### config.mk
export PLATFORM = sky130hd
export DESIGN_NAME = transaction_sequencer
export DESIGN_NICKNAME = d
export VERILOG_FILES = /design/src/rtl/transaction_sequencer_pkg.sv /design/src/rtl/transaction_sequencer_step_timer.sv /design/src/rtl/transaction_sequencer.sv
export SDC_FILE = /design/constraint.sdc
export NUM_CORES = 1
export LEC_CHECK = 0
export CELL_PAD_IN_SITES_DETAIL_PLACEMENT = 0
export CELL_PAD_IN_SITES_GLOBAL_PLACEMENT = 1
export CORE_MARGIN = 4
export CORE_UTILIZATION = 23
export DETAILED_ROUTE_END_ITERATION = 10
export GPL_TIMING_DRIVEN = 0
export PLACE_DENSITY = 0.77
export SYNTH_ARGS = -nofsm -noshare
export SYNTH_HDL_FRONTEND = slang
export SYNTH_SLANG_ARGS = --single-unit
### constraint.sdc
create_clock -name clock -period 1.6 [get_ports clock]
set_input_delay 0.24 -clock clock [delete_from_list [all_inputs] [get_ports clock]]
set_output_delay 0.24 -clock clock [all_outputs]
set_load 0.1 [all_outputs]
### src/rtl/transaction_sequencer_pkg.sv
// Shared encodings for the coin transaction sequencer: FSM states, step
// select one-hots, memory word tags and fail codes.
package transaction_sequencer_pkg;

  typedef enum logic [3:0] {
    S_IDLE, S_WAIT_AMT, S_WAIT_KEY, S_RD_P1, S_VER_AMT, S_RD_KEY, S_VER_KEY,
    S_RD_P2, S_COMMIT, S_WR_P1, S_WR_P2, S_DONE, S_FAIL
  } state_t;

  localparam logic [2:0] PROC_NONE   = 3'b000;
  localparam logic [2:0] PROC_AMT    = 3'b001;
  localparam logic [2:0] PROC_KEY    = 3'b010;
  localparam logic [2:0] PROC_COMMIT = 3'b100;

  localparam logic [2:0] TAG_P1 = 3'b101;
  localparam logic [2:0] TAG_P2 = 3'b110;

  localparam logic [1:0] FC_NONE    = 2'b00;
  localparam logic [1:0] FC_AMT     = 2'b01;
  localparam logic [1:0] FC_KEY     = 2'b10;
  localparam logic [1:0] FC_TIMEOUT = 2'b11;

  function automatic logic is_read(state_t s);
    return (s == S_RD_P1) || (s == S_RD_KEY) || (s == S_RD_P2);
  endfunction

  function automatic logic is_verify(state_t s);
    return (s == S_VER_AMT) || (s == S_VER_KEY) || (s == S_COMMIT);
  endfunction

endpackage

### src/rtl/transaction_sequencer_step_timer.sv
// Step watchdog: counts enabled cycles from a clear, flags expiry at
// TIMEOUT-1 and holds there until cleared.
module step_timer #(
  parameter int TIMEOUT = 16
) (
  input  logic clock,
  input  logic reset,
  input  logic clear,
  input  logic enable,
  output logic expired
);
  localparam int CW = (TIMEOUT > 1) ? $clog2(TIMEOUT) : 1;
  localparam logic [CW-1:0] LAST = CW'(TIMEOUT - 1);

  logic [CW-1:0] cnt;

  always_ff @(posedge clock) begin
    if (reset || clear) cnt <= '0;
    else if (enable && !expired) cnt <= cnt + 1'b1;
  end

  assign expired = (cnt == LAST);
endmodule

### src/rtl/transaction_sequencer.sv
// Coin transfer sequencer: captures amount/key, fetches balances and key,
// steps the datapath and writes both balances back. TX_STATS_EN adds counters.
module transaction_sequencer
  import transaction_sequencer_pkg::*;
#(
  parameter int                ADDR_W   = 5,
  parameter logic [ADDR_W-1:0] P1_ADDR  = ADDR_W'(0),
  parameter logic [ADDR_W-1:0] P2_ADDR  = ADDR_W'(1),
  parameter logic [ADDR_W-1:0] KEY_ADDR = ADDR_W'(2),
  parameter int                TIMEOUT  = 16
) (
  input  logic              clock,
  input  logic              reset,
  input  logic              start,
  input  logic              amount_valid,
  input  logic              key_valid,
  input  logic              done_step,
  input  logic [10:0]       p1_amount_out,
  input  logic [10:0]       p2_amount_out,
  output logic              load_amount,
  output logic              load_key,
  output logic [2:0]        process,
  output logic [ADDR_W-1:0] mem_addr,
  output logic              mem_wren,
  output logic [10:0]       mem_wdata,
  output logic              busy,
  output logic              tx_ok,
  output logic              tx_fail,
`ifdef TX_STATS_EN
  output logic [7:0]        ok_count,
  output logic [7:0]        fail_count,
`endif
  output logic [1:0]        fail_code
);

  state_t     state, next;
  logic       rd_hold;
  logic       expired;
  logic [1:0] fail_sel;

  step_timer #(.TIMEOUT(TIMEOUT)) u_timer (
    .clock   (clock),
    .reset   (reset),
    .clear   (next != state),
    .enable  (is_verify(state)),
    .expired (expired)
  );

  always_ff @(posedge clock) begin
    if (reset) state <= S_IDLE;
    else       state <= next;
  end

  // Synchronous-read memory: each read state dwells two cycles on its address.
  always_ff @(posedge clock) begin
    if (reset) rd_hold <= 1'b0;
    else       rd_hold <= is_read(state) && !rd_hold;
  end

  always_comb begin
    next     = state;
    fail_sel = FC_NONE;
    case (state)
      S_IDLE:     if (start) next = S_WAIT_AMT;
      S_WAIT_AMT: if (amount_valid) next = S_WAIT_KEY;
      S_WAIT_KEY: if (key_valid) next = S_RD_P1;
      S_RD_P1:    if (rd_hold) next = S_VER_AMT;
      S_VER_AMT: begin
        fail_sel = FC_AMT;
        if (done_step)    next = S_RD_KEY;
        else if (expired) next = S_FAIL;
      end
      S_RD_KEY:   if (rd_hold) next = S_VER_KEY;
      S_VER_KEY: begin
        fail_sel = FC_KEY;
        if (done_step)    next = S_RD_P2;
        else if (expired) next = S_FAIL;
      end
      S_RD_P2:    if (rd_hold) next = S_COMMIT;
      S_COMMIT: begin
        fail_sel = FC_TIMEOUT;
        if (done_step)    next = S_WR_P1;
        else if (expired) next = S_FAIL;
      end
      S_WR_P1:    next = S_WR_P2;
      S_WR_P2:    next = S_DONE;
      S_DONE:     next = S_IDLE;
      S_FAIL:     next = S_IDLE;
      default:    next = S_IDLE;
    endcase
  end

  always_comb begin
    load_amount = (state == S_WAIT_AMT) && amount_valid && !reset;
    load_key    = (state == S_WAIT_KEY) && key_valid && !reset;
    process     = PROC_NONE;
    mem_addr    = P1_ADDR;
    mem_wren    = 1'b0;
    mem_wdata   = '0;
    busy        = (state != S_IDLE);
    tx_ok       = (state == S_DONE);
    tx_fail     = (state == S_FAIL);
    case (state)
      S_RD_P1, S_VER_AMT: mem_addr = P1_ADDR;
      S_RD_KEY, S_VER_KEY: mem_addr = KEY_ADDR;
      S_RD_P2, S_COMMIT:  mem_addr = P2_ADDR;
      S_WR_P1: begin
        mem_addr  = P1_ADDR;
        mem_wren  = 1'b1;
        mem_wdata = p1_amount_out;
      end
      S_WR_P2: begin
        mem_addr  = P2_ADDR;
        mem_wren  = 1'b1;
        mem_wdata = p2_amount_out;
      end
      default: ;
    endcase
    case (state)
      S_VER_AMT: process = PROC_AMT;
      S_VER_KEY: process = PROC_KEY;
      S_COMMIT:  process = PROC_COMMIT;
      default: ;
    endcase
  end

  always_ff @(posedge clock) begin
    if (reset)                                      fail_code <= FC_NONE;
    else if (state == S_IDLE && start)              fail_code <= FC_NONE;
    else if (next == S_FAIL && state != S_FAIL)     fail_code <= fail_sel;
  end

`ifdef TX_STATS_EN
  always_ff @(posedge clock) begin
    if (reset) begin
      ok_count   <= '0;
      fail_count <= '0;
    end else begin
      if (tx_ok && ok_count != 8'hFF)     ok_count   <= ok_count + 8'd1;
      if (tx_fail && fail_count != 8'hFF) fail_count <= fail_count + 8'd1;
    end
  end
`endif

endmodule

# After elaboration in Yosys (flattened, before gate mapping)
# Index checks and enable logic that the tools add are counted.
# classes
muxes,16
add_sub_neg,1
eq_ne,16
reduce_logical,22
# ops
operator,count
4-bit case mux with 11 select lines,1
4-bit 2-to-1 mux,10
"4-bit == test, second input constant",7
11-bit case mux with 2 select lines,1
"4-bit by 3-bit == test with 1-bit output, second input constant",4
3-bit case mux with 3 select lines,1
"4-bit by 2-bit == test with 1-bit output, second input constant",2
1-bit logical AND,8
2-bit case mux with 3 select lines,1
2-bit OR reduction,3
1-bit logical OR,5
"4-bit by 1-bit adder with 4-bit output, second input constant",1
"4-bit by 1-bit == test with 1-bit output, second input constant",1
4-bit zero test,1
4-bit != test,1
"4-bit != test, second input constant",1
2-bit case mux with 2 select lines,1
4-bit nonzero test,1
1-bit zero test,3
3-bit OR reduction,1
1-bit 2-to-1 mux,1
# totals
elab_cells,59
input_bits,28
ff_bits,11
out_inout_bits,27

# Logic depth before layout (Yosys ltp)
# Gate-level depths: netlist of the first run.
# logic_depth
word_depth,6
ltp_mapped,7
ltp_nobuf,6

# Modules after synthesis
# Synthesis of the first run repeated with hierarchy kept, for this count alone.
# unflattened
cells_unflattened,128
hier_area_um2,993.5
# modules_own_cells
mod,cells_per_inst,seq_area_each_um2,area_each_um2,n_inst
transaction_sequencer,106,140.1,782.0,1
step_timer,22,80.1,211.5,1

# Worst setup path before layout of the first run
# Ideal clock, no wire load.
# synth_timing
kind,register to output
from,register state[1]
to,output mem_addr[0]
t_required_ns,1.360
t_arrival_ns,2.293
path_buffers,1
setup_slack_ns,-0.933
stages_incl_launch_ff,4
path_cell_list,dfxtp_1 > clkbuf_1 > nand2_1 > o22ai_1
# synth_via
elab_chain_cells,3
elab_cells_between_ends,8
classes_between,eq/ne: 5; mux: 1; reduce/logical: 2
# synth_lines
item,line_no,source
start: declaration,transaction_sequencer.sv:36,"state_t state, next;"
start signal: assignment,transaction_sequencer.sv:51,else state <= next;
4-bit == test or 4-bit by 3-bit == test with 1-bit output (tied branches),transaction_sequencer.sv:103,case (state)
3-bit OR reduction (no source line) or 2-bit OR reduction (tied branches),--,
2-bit case mux with 2 select lines *,transaction_sequencer.sv:103,
end: declaration,transaction_sequencer.sv:23,"output logic [ADDR_W-1:0] mem_addr,"
# Mark *: on every way between the ends. The rest lies on a longest branch, timed or not.

# Worst setup path in the final report of the first run
# layout_timing
from,register state[0]
to,register state[0]
# layout_via
elab_chain_cells,3
elab_cells_between_ends,22
classes_between,eq/ne: 10; mux: 11; reduce/logical: 1
# layout_lines
item,line_no,source
4-bit 2-to-1 mux,"transaction_sequencer.sv:71, transaction_sequencer.sv:77, transaction_sequencer.sv:83",
4-bit 2-to-1 mux (on tied branches),"transaction_sequencer.sv:82, transaction_sequencer.sv:70, transaction_sequencer.sv:76",
4-bit case mux with 11 select lines *,transaction_sequencer.sv:63,case (state)
# Marks and branches as above.
# A chain may end at the register's enable or synchronous reset.

==> results of run 1 <==
==> cell usage in the layout (no fill, tap or decap), drive strengths merged, types with 3 or more instances in the layout <==
cell and count:
buf 67, conb 3, a21oi 10, clkdlybuf4s50 25, nor4 6, dfxtp 11
nand2b 5, nand3 3, clkbuf 6, nor2 14, o21ai 6, a22o 11
and4b 3, nand2 7
==> critical path, delay by kind of cell (launching register included) <==
family          cells  cell delay [ns]
compound gates      2             0.24
simple gates        2             0.39
flops               1             0.33
buf+inv             6             0.77
==> metal layers <==
metal	vias up	part of all wire	routed length [um]
li1	641	-	-
met1	662	0.37	1650
met2	58	0.55	2460
met3	10	0.070	314
met4	0	0.017	78
met5	-	0	0
==> through the flow <==
| step | setup TNS [ns] | power [W] | hold slack, ns | setup WS (ns) | utilization |
|---|---|---|---|---|---|
| 2_1_floorplan | -5.28 | 0.000566 | 0.402 | -0.737 | - |
| 3_3_place_gp | -21.49 | 0.000692 | 0.533 | -1.03 | 0.428 |
| 3_5_place_dp | -22.32 | 0.000696 | 0.536 | -1.08 | 0.428 |
| 4_1_cts | -2.56 | 0.00121 | 0.400 | -0.158 | 0.598 |
| 5_1_grt | -3.88 | 0.00131 | 0.443 | -0.243 | 0.623 |
| 6_report | -2.65 | 0.00126 | 0.423 | -0.208 | 0.623 |
==> timing repair <==
action                                  in CTS  in global routing
cloned                                       3                  0
gates resized for setup                    254                 14
endpoints found under the setup margin      28                 28
buffers inserted                            22                 12
pin swaps                                   24                 15
==> power groups by stage <==
| stage | registers (W) | clock network [W] | logic, W |
|---|---|---|---|
| 4_1_cts | 0.000295 | 0.000299 | 0.000619 |
| 5_1_grt | 0.000295 | 0.000304 | 0.000707 |
| 3_3_place_gp | 0.000297 | 0 | 0.000395 |
| 6_report | 0.000295 | 0.000288 | 0.000673 |
| 3_5_place_dp | 0.000297 | 0 | 0.000399 |
| 2_1_floorplan | 0.000295 | 0 | 0.000271 |
==> cell families (layout without fill, tap and decap cells) <==
| logic type | after synthesis | in the layout | synth area share |
|---|---|---|---|
| and+or+nand+nor | 47 | 47 | 0.295 |
| AOI/OAI and AO/OA | 42 | 42 | 0.316 |
| buffers and inverters | 15 | 103 | 0.0800 |
| DFF | 11 | 11 | 0.231 |
| xor gates and xnor gates | 3 | 3 | 0.0276 |
| muxes | 3 | 3 | 0.0328 |
| adders and majority gates | 1 | 1 | 0.0131 |
| other | 1 | 3 | 0.00393 |
==> final timing paths <==
| path | from | to | slack [ns] | cells after the start |
|---|---|---|---|---|
| min | reset | state[2] | 0.42 | 2 |
| min reg2reg | fail_code[1] | fail_code[1] | 0.54 | 1 |
| max reg2reg | state[0] | state[0] | -0.21 | 10 |
| max | state[0] | state[0] | -0.21 | 10 |
==> sequential cells by signal (all words and copies together), names as in the netlist <==
signal / flops
rd_hold: 1
fail_code: 2
state: 4
u_timer.cnt: 4
==> cells in the mapped netlist (2+ instances only) <==
cell	number
o21ai_0	5
nand2_1	7
o21a_1	2
buf_4	5
nor4_1	6
a22o_1	11
xnor2_1	2
o211ai_1	2
dfxtp_1	11
o221a_2	2
and4b_1	3
o22ai_1	2
nor2_1	14
nand2b_1	5
mux2i_1	2
a21oi_1	10
clkbuf_1	5
nand3_1	3
buf_1	2
==> layout make-up <==
cell class,instances,area share
plain buffers,12,0.0457
clock buffers,4,0.0181
inverters,2,0.00402
multi-input cells,99,0.395
flip-flops and latches,11,0.0924
well taps,50,0.0251
repair buffers,85,0.420
==> flow_summary.ini, run 1 <==
[power]
p_leak_nw = 0.971
p_per_area_nw_per_um2 = 504
p_clk_frac = 0.229
ir_worst_vdd_mv = 0.497
switchingPower_w = 0.000467
cellInternalPower_w = 0.000788
sequentialPowerShare = 0.235
swShare = 0.372
p_comb_frac = 0.536

[synth]
synthFlopType = dfxtp_1
synth_top_cell_by_area = dfxtp_1
synth_warnings = 0
syn-cell-area_um2 = 953
synth_edf_count = 0
synth_top_cell_area_share = 0.231
synth-seq-cells = 11
syn_avg_cell_area_um2 = 7.75
synth_cells = 123
seq_area_frac_synth = 0.231
async_flop_share = 0
synth.distinct_cells = 43
netlist_top_cells_area = dfxtp_1 23%, a22o_1 10%, nor2_1 5.5%

[cts]
root_buffer = clkbuf_8
clock_path_buffers = 2
clock-sinks = 11
numCtsBuffers = 3
clk_pin_slew_ns = 0.05
cts_hold_buf = 0
cts_tree = done
cts-htree-levels = 1
clkLatencyLatePin_ns = 0.24

[timing]
min_period_ns = 1.81
rsz0062_at_grt = yes
max_freq_ghz = 0.553
fin_skew_ns = 0.00694
hold_viol_final = 0
period_share = 1.13
setup_slack_ns = -0.208
worst_pin_slew_ns = 0.549
maxSlewHeadroom = 0.635
slew_violations = 0
setup_viol = 25

[worst_setup_path]
crit_chain = buf_6 > or2_4 > nor3_4 > a222oi_1 > buf_4 > buf_4 > buf_4 > buf_4 > buf_4 > a21oi_2
required_ns = 1.77
crit_top_cell = buf_4
startpoint_type = flop
crit_fanout = 5
critPathKind = flop to flop
cpMaxStageDelayCell = dfxtp_2
cp-end-kind = flop
cp_slowest_stage_delay_ns = 0.33
cp.arrival_ns = 1.98

[global_route]
use_met3 = 0.0305
gr-usage-met1 = 0.173
grt_overflow = 0
grt_pass1_vias = 1410
grt.busiest_layer = met2
antenna_found_initial = 0
grt_use_total = 0.167
grt_max_degree = 11
grt_use_met2 = 0.332
grt_pass1_wl_mm = 6.87

[floorplanning]
die_h_um = 72.4
die_w_um = 72.4
ios = 55
start_util = 0.238
rows = 23
core_area_um2 = 4000
die_area_um2 = 5240

[flow_run]
drv_cap = 0

[route]
dr.pass1.iters = 4
first_iter_violations = 49
drc_errors = 0
wire_per_inst_um = 17.1
routed_wl_mm = 4.50
ant_nets = 0
vias_per_cell = 5.21
via_count = 1371

[layout]
n_fill_cell = 288
instances_no_fill = 263
area_growth_pct = 161
diodes = 0
regArea_um2 = 230
layout-drive-gt1-share = 0.601
final_nets = 243
fin_area_um2 = 2490
multiInputGateArea_um2 = 985

[place]
dp.cells = 225
placed_area_um2 = 1710
place.gp.congestion = 0.852
dpl.hpwl_mm = 2.80
portBuffers = 50

[run_status]
outcome = complete, but fails checks
violations = setup timing

[min_path]
hold_class = input port to flop
Note: power is estimated with default switching activity, not from simulation.
==> run 2: changes to the inputs <==
--- a/config.mk
+++ b/config.mk
@@ -7,8 +7,8 @@
 export LEC_CHECK = 0
 export CELL_PAD_IN_SITES_DETAIL_PLACEMENT = 0
 export CELL_PAD_IN_SITES_GLOBAL_PLACEMENT = 1
-export CORE_MARGIN = 4
 export CORE_UTILIZATION = 23
+export CTS_CLUSTER_SIZE = 16
 export DETAILED_ROUTE_END_ITERATION = 10
 export GPL_TIMING_DRIVEN = 0
 export PLACE_DENSITY = 0.77
==> flow_summary.ini, run 2 (synthesized netlist as in run 1, its figures left out) <==
[run_status]
outcome = complete, but fails checks
violations = setup timing

[floorplanning]
die_w_um = 66.4
die_h_um = 66.4
start_util = 0.238
ios = 55
die_area_um2 = 4410
rows = 23
core_area_um2 = 4000

[route]
via_count = 1301
first_iter_violations = 43
routed_wl_mm = 4.16
drc_errors = 0
ant_nets = 0
wire_per_inst_um = 16.5
dr.pass1.iters = 4
vias_per_cell = 5.14

[cts]
clkLatencyLatePin_ns = 0.24
clk_pin_slew_ns = 0.05
cts-htree-levels = 1
root_buffer = clkbuf_8
cts_hold_buf = 0
clock_path_buffers = 2
clock-sinks = 11
numCtsBuffers = 3
cts_tree = done

[worst_setup_path]
startpoint_type = flop
crit_chain = buf_6 > buf_4 > nor3_2 > and4b_2 > buf_12
rrSetupSlack_ns = -0.13
crit_fanout = 10
required_ns = 1.36
r2r_start = state[3]
cp-end-kind = primary output
cpMaxStageDelayCell = dfxtp_2
path_buf_inv = 3
cp.arrival_ns = 1.52
reg2reg_to = u_timer.cnt[0]
critical-path-top-delay-family = buffers and inverters
cp_slowest_stage_delay_ns = 0.32
critPathKind = flop to primary output
ff2ff_path_depth = 7

[global_route]
grt_use_total = 0.175
grt_overflow = 0
grt_pass1_wl_mm = 5.87
grt_pass1_vias = 1311
grt_max_degree = 11
antenna_found_initial = 0

[power]
p_per_area_nw_per_um2 = 500
swShare = 0.370
sequentialPowerShare = 0.247
p_leak_nw = 0.919
p_clk_frac = 0.235
p_comb_frac = 0.518
cellInternalPower_w = 0.000755
switchingPower_w = 0.000444
ir_worst_vdd_mv = 0.461

[timing]
setup_slack_ns = -0.156
rsz0062_at_grt = yes
worst_pin_slew_ns = 0.545
fin_skew_ns = 0.000819
min_period_ns = 1.76
setup_viol = 21
slew_violations = 0
max_freq_ghz = 0.569
whs_ns = 0.424
maxSlewHeadroom = 0.638
hold_viol_final = 0
period_share = 1.10

[place]
dpl.hpwl_mm = 2.63
place.gp.congestion = 0.849
portBuffers = 50
dp.cells = 225

[layout]
layout_common_cells = 25 x clkdlybuf4s50_1, 23 x buf_12, 17 x buf_4
final_nets = 233
area_growth_pct = 152
top_regs = state: 4 flops, u_timer.cnt: 4 flops, fail_code: 2 flops
fin_util = 0.600
diodes = 0
layout-drive-gt1-share = 0.576
final_common_cell = clkdlybuf4s50_1
instances_no_fill = 253

[flow_run]
drv_cap = 0

[min_path]
hold_class = input port to flop
worstHoldEndpoint = state[2]
min-delay-start = reset
worstHoldPathCells = 2
## run 2: layer usage
metal,vias to the layer above,track usage,part of all wire
met5,-,0,0
met4,0,0.0372,0.011
met3,4,0.0517,0.082
met2,62,0.369,0.56
met1,613,0.158,0.35
li1,622,-,-
## run 2: repair_timing
item,4_1_cts,5_1_grt
pin swaps,20,11
cloned,3,0
resized for setup,235,32
buffers inserted,14,10
setup endpoints to repair,28,27
## run 2: worst register-to-register path, cell delays in order, from the launching register on
cell,delay [ns]
dfxtp_2,0.32
buf_4,0.12
nor4b_4,0.12
buf_4,0.16
o21a_1,0.20
nor4_2,0.19
o221ai_2,0.21
nor4_2,0.31
## run 2: worst max path at each step
stage | slack (ns) | to | from | depth (start not counted)
2_1_floorplan | -0.74 | u_timer.cnt[0] | state[0] | 5
3_3_place_gp | -1.02 | mem_wdata[7] | state[3] | 7
3_5_place_dp | -1.06 | mem_wdata[0] | state[3] | 7
4_1_cts | -0.17 | mem_wdata[5] | state[2] | 6
5_1_grt | -0.23 | u_timer.cnt[3] | state[0] | 8
6_report | -0.16 | load_key | state[3] | 5
## run 2: area by class of cell
type | count | area, um2
buffer | 12 | 110
sequential | 11 | 230
fill | 323 | 1600
timing repair buffer | 75 | 971
inverter | 2 | 10.0
clock buffer | 4 | 45.0
tap | 50 | 62.6
multi-input combinational | 99 | 970
## run 2: per-stage QoR
| step | cell area (um2) | setup TNS (ns) | total power (W) | worst slack (ns) |
|---|---|---|---|---|
| final | 2400 | -2.34 | 0.00120 | -0.156 |
| after global routing | 2400 | -3.58 | 0.00124 | -0.232 |
| after CTS | 2210 | -2.64 | 0.00113 | -0.174 |
| after detailed placement | 1710 | -21.95 | 0.000696 | -1.06 |
| after global placement | 1710 | -21.48 | 0.000695 | -1.02 |
| after floorplan | 1150 | -5.28 | 0.000566 | -0.737 |
## run 2: power groups by stage
stage	Sequential, W	Combinational [W]	Clock (W)
after floorplan	0.000295	0.000271	0
after global placement	0.000297	0.000398	0
after detailed placement	0.000297	0.000399	0
after CTS	0.000295	0.000549	0.000285
after global routing	0.000297	0.000648	0.000295
final	0.000296	0.000621	0.000282
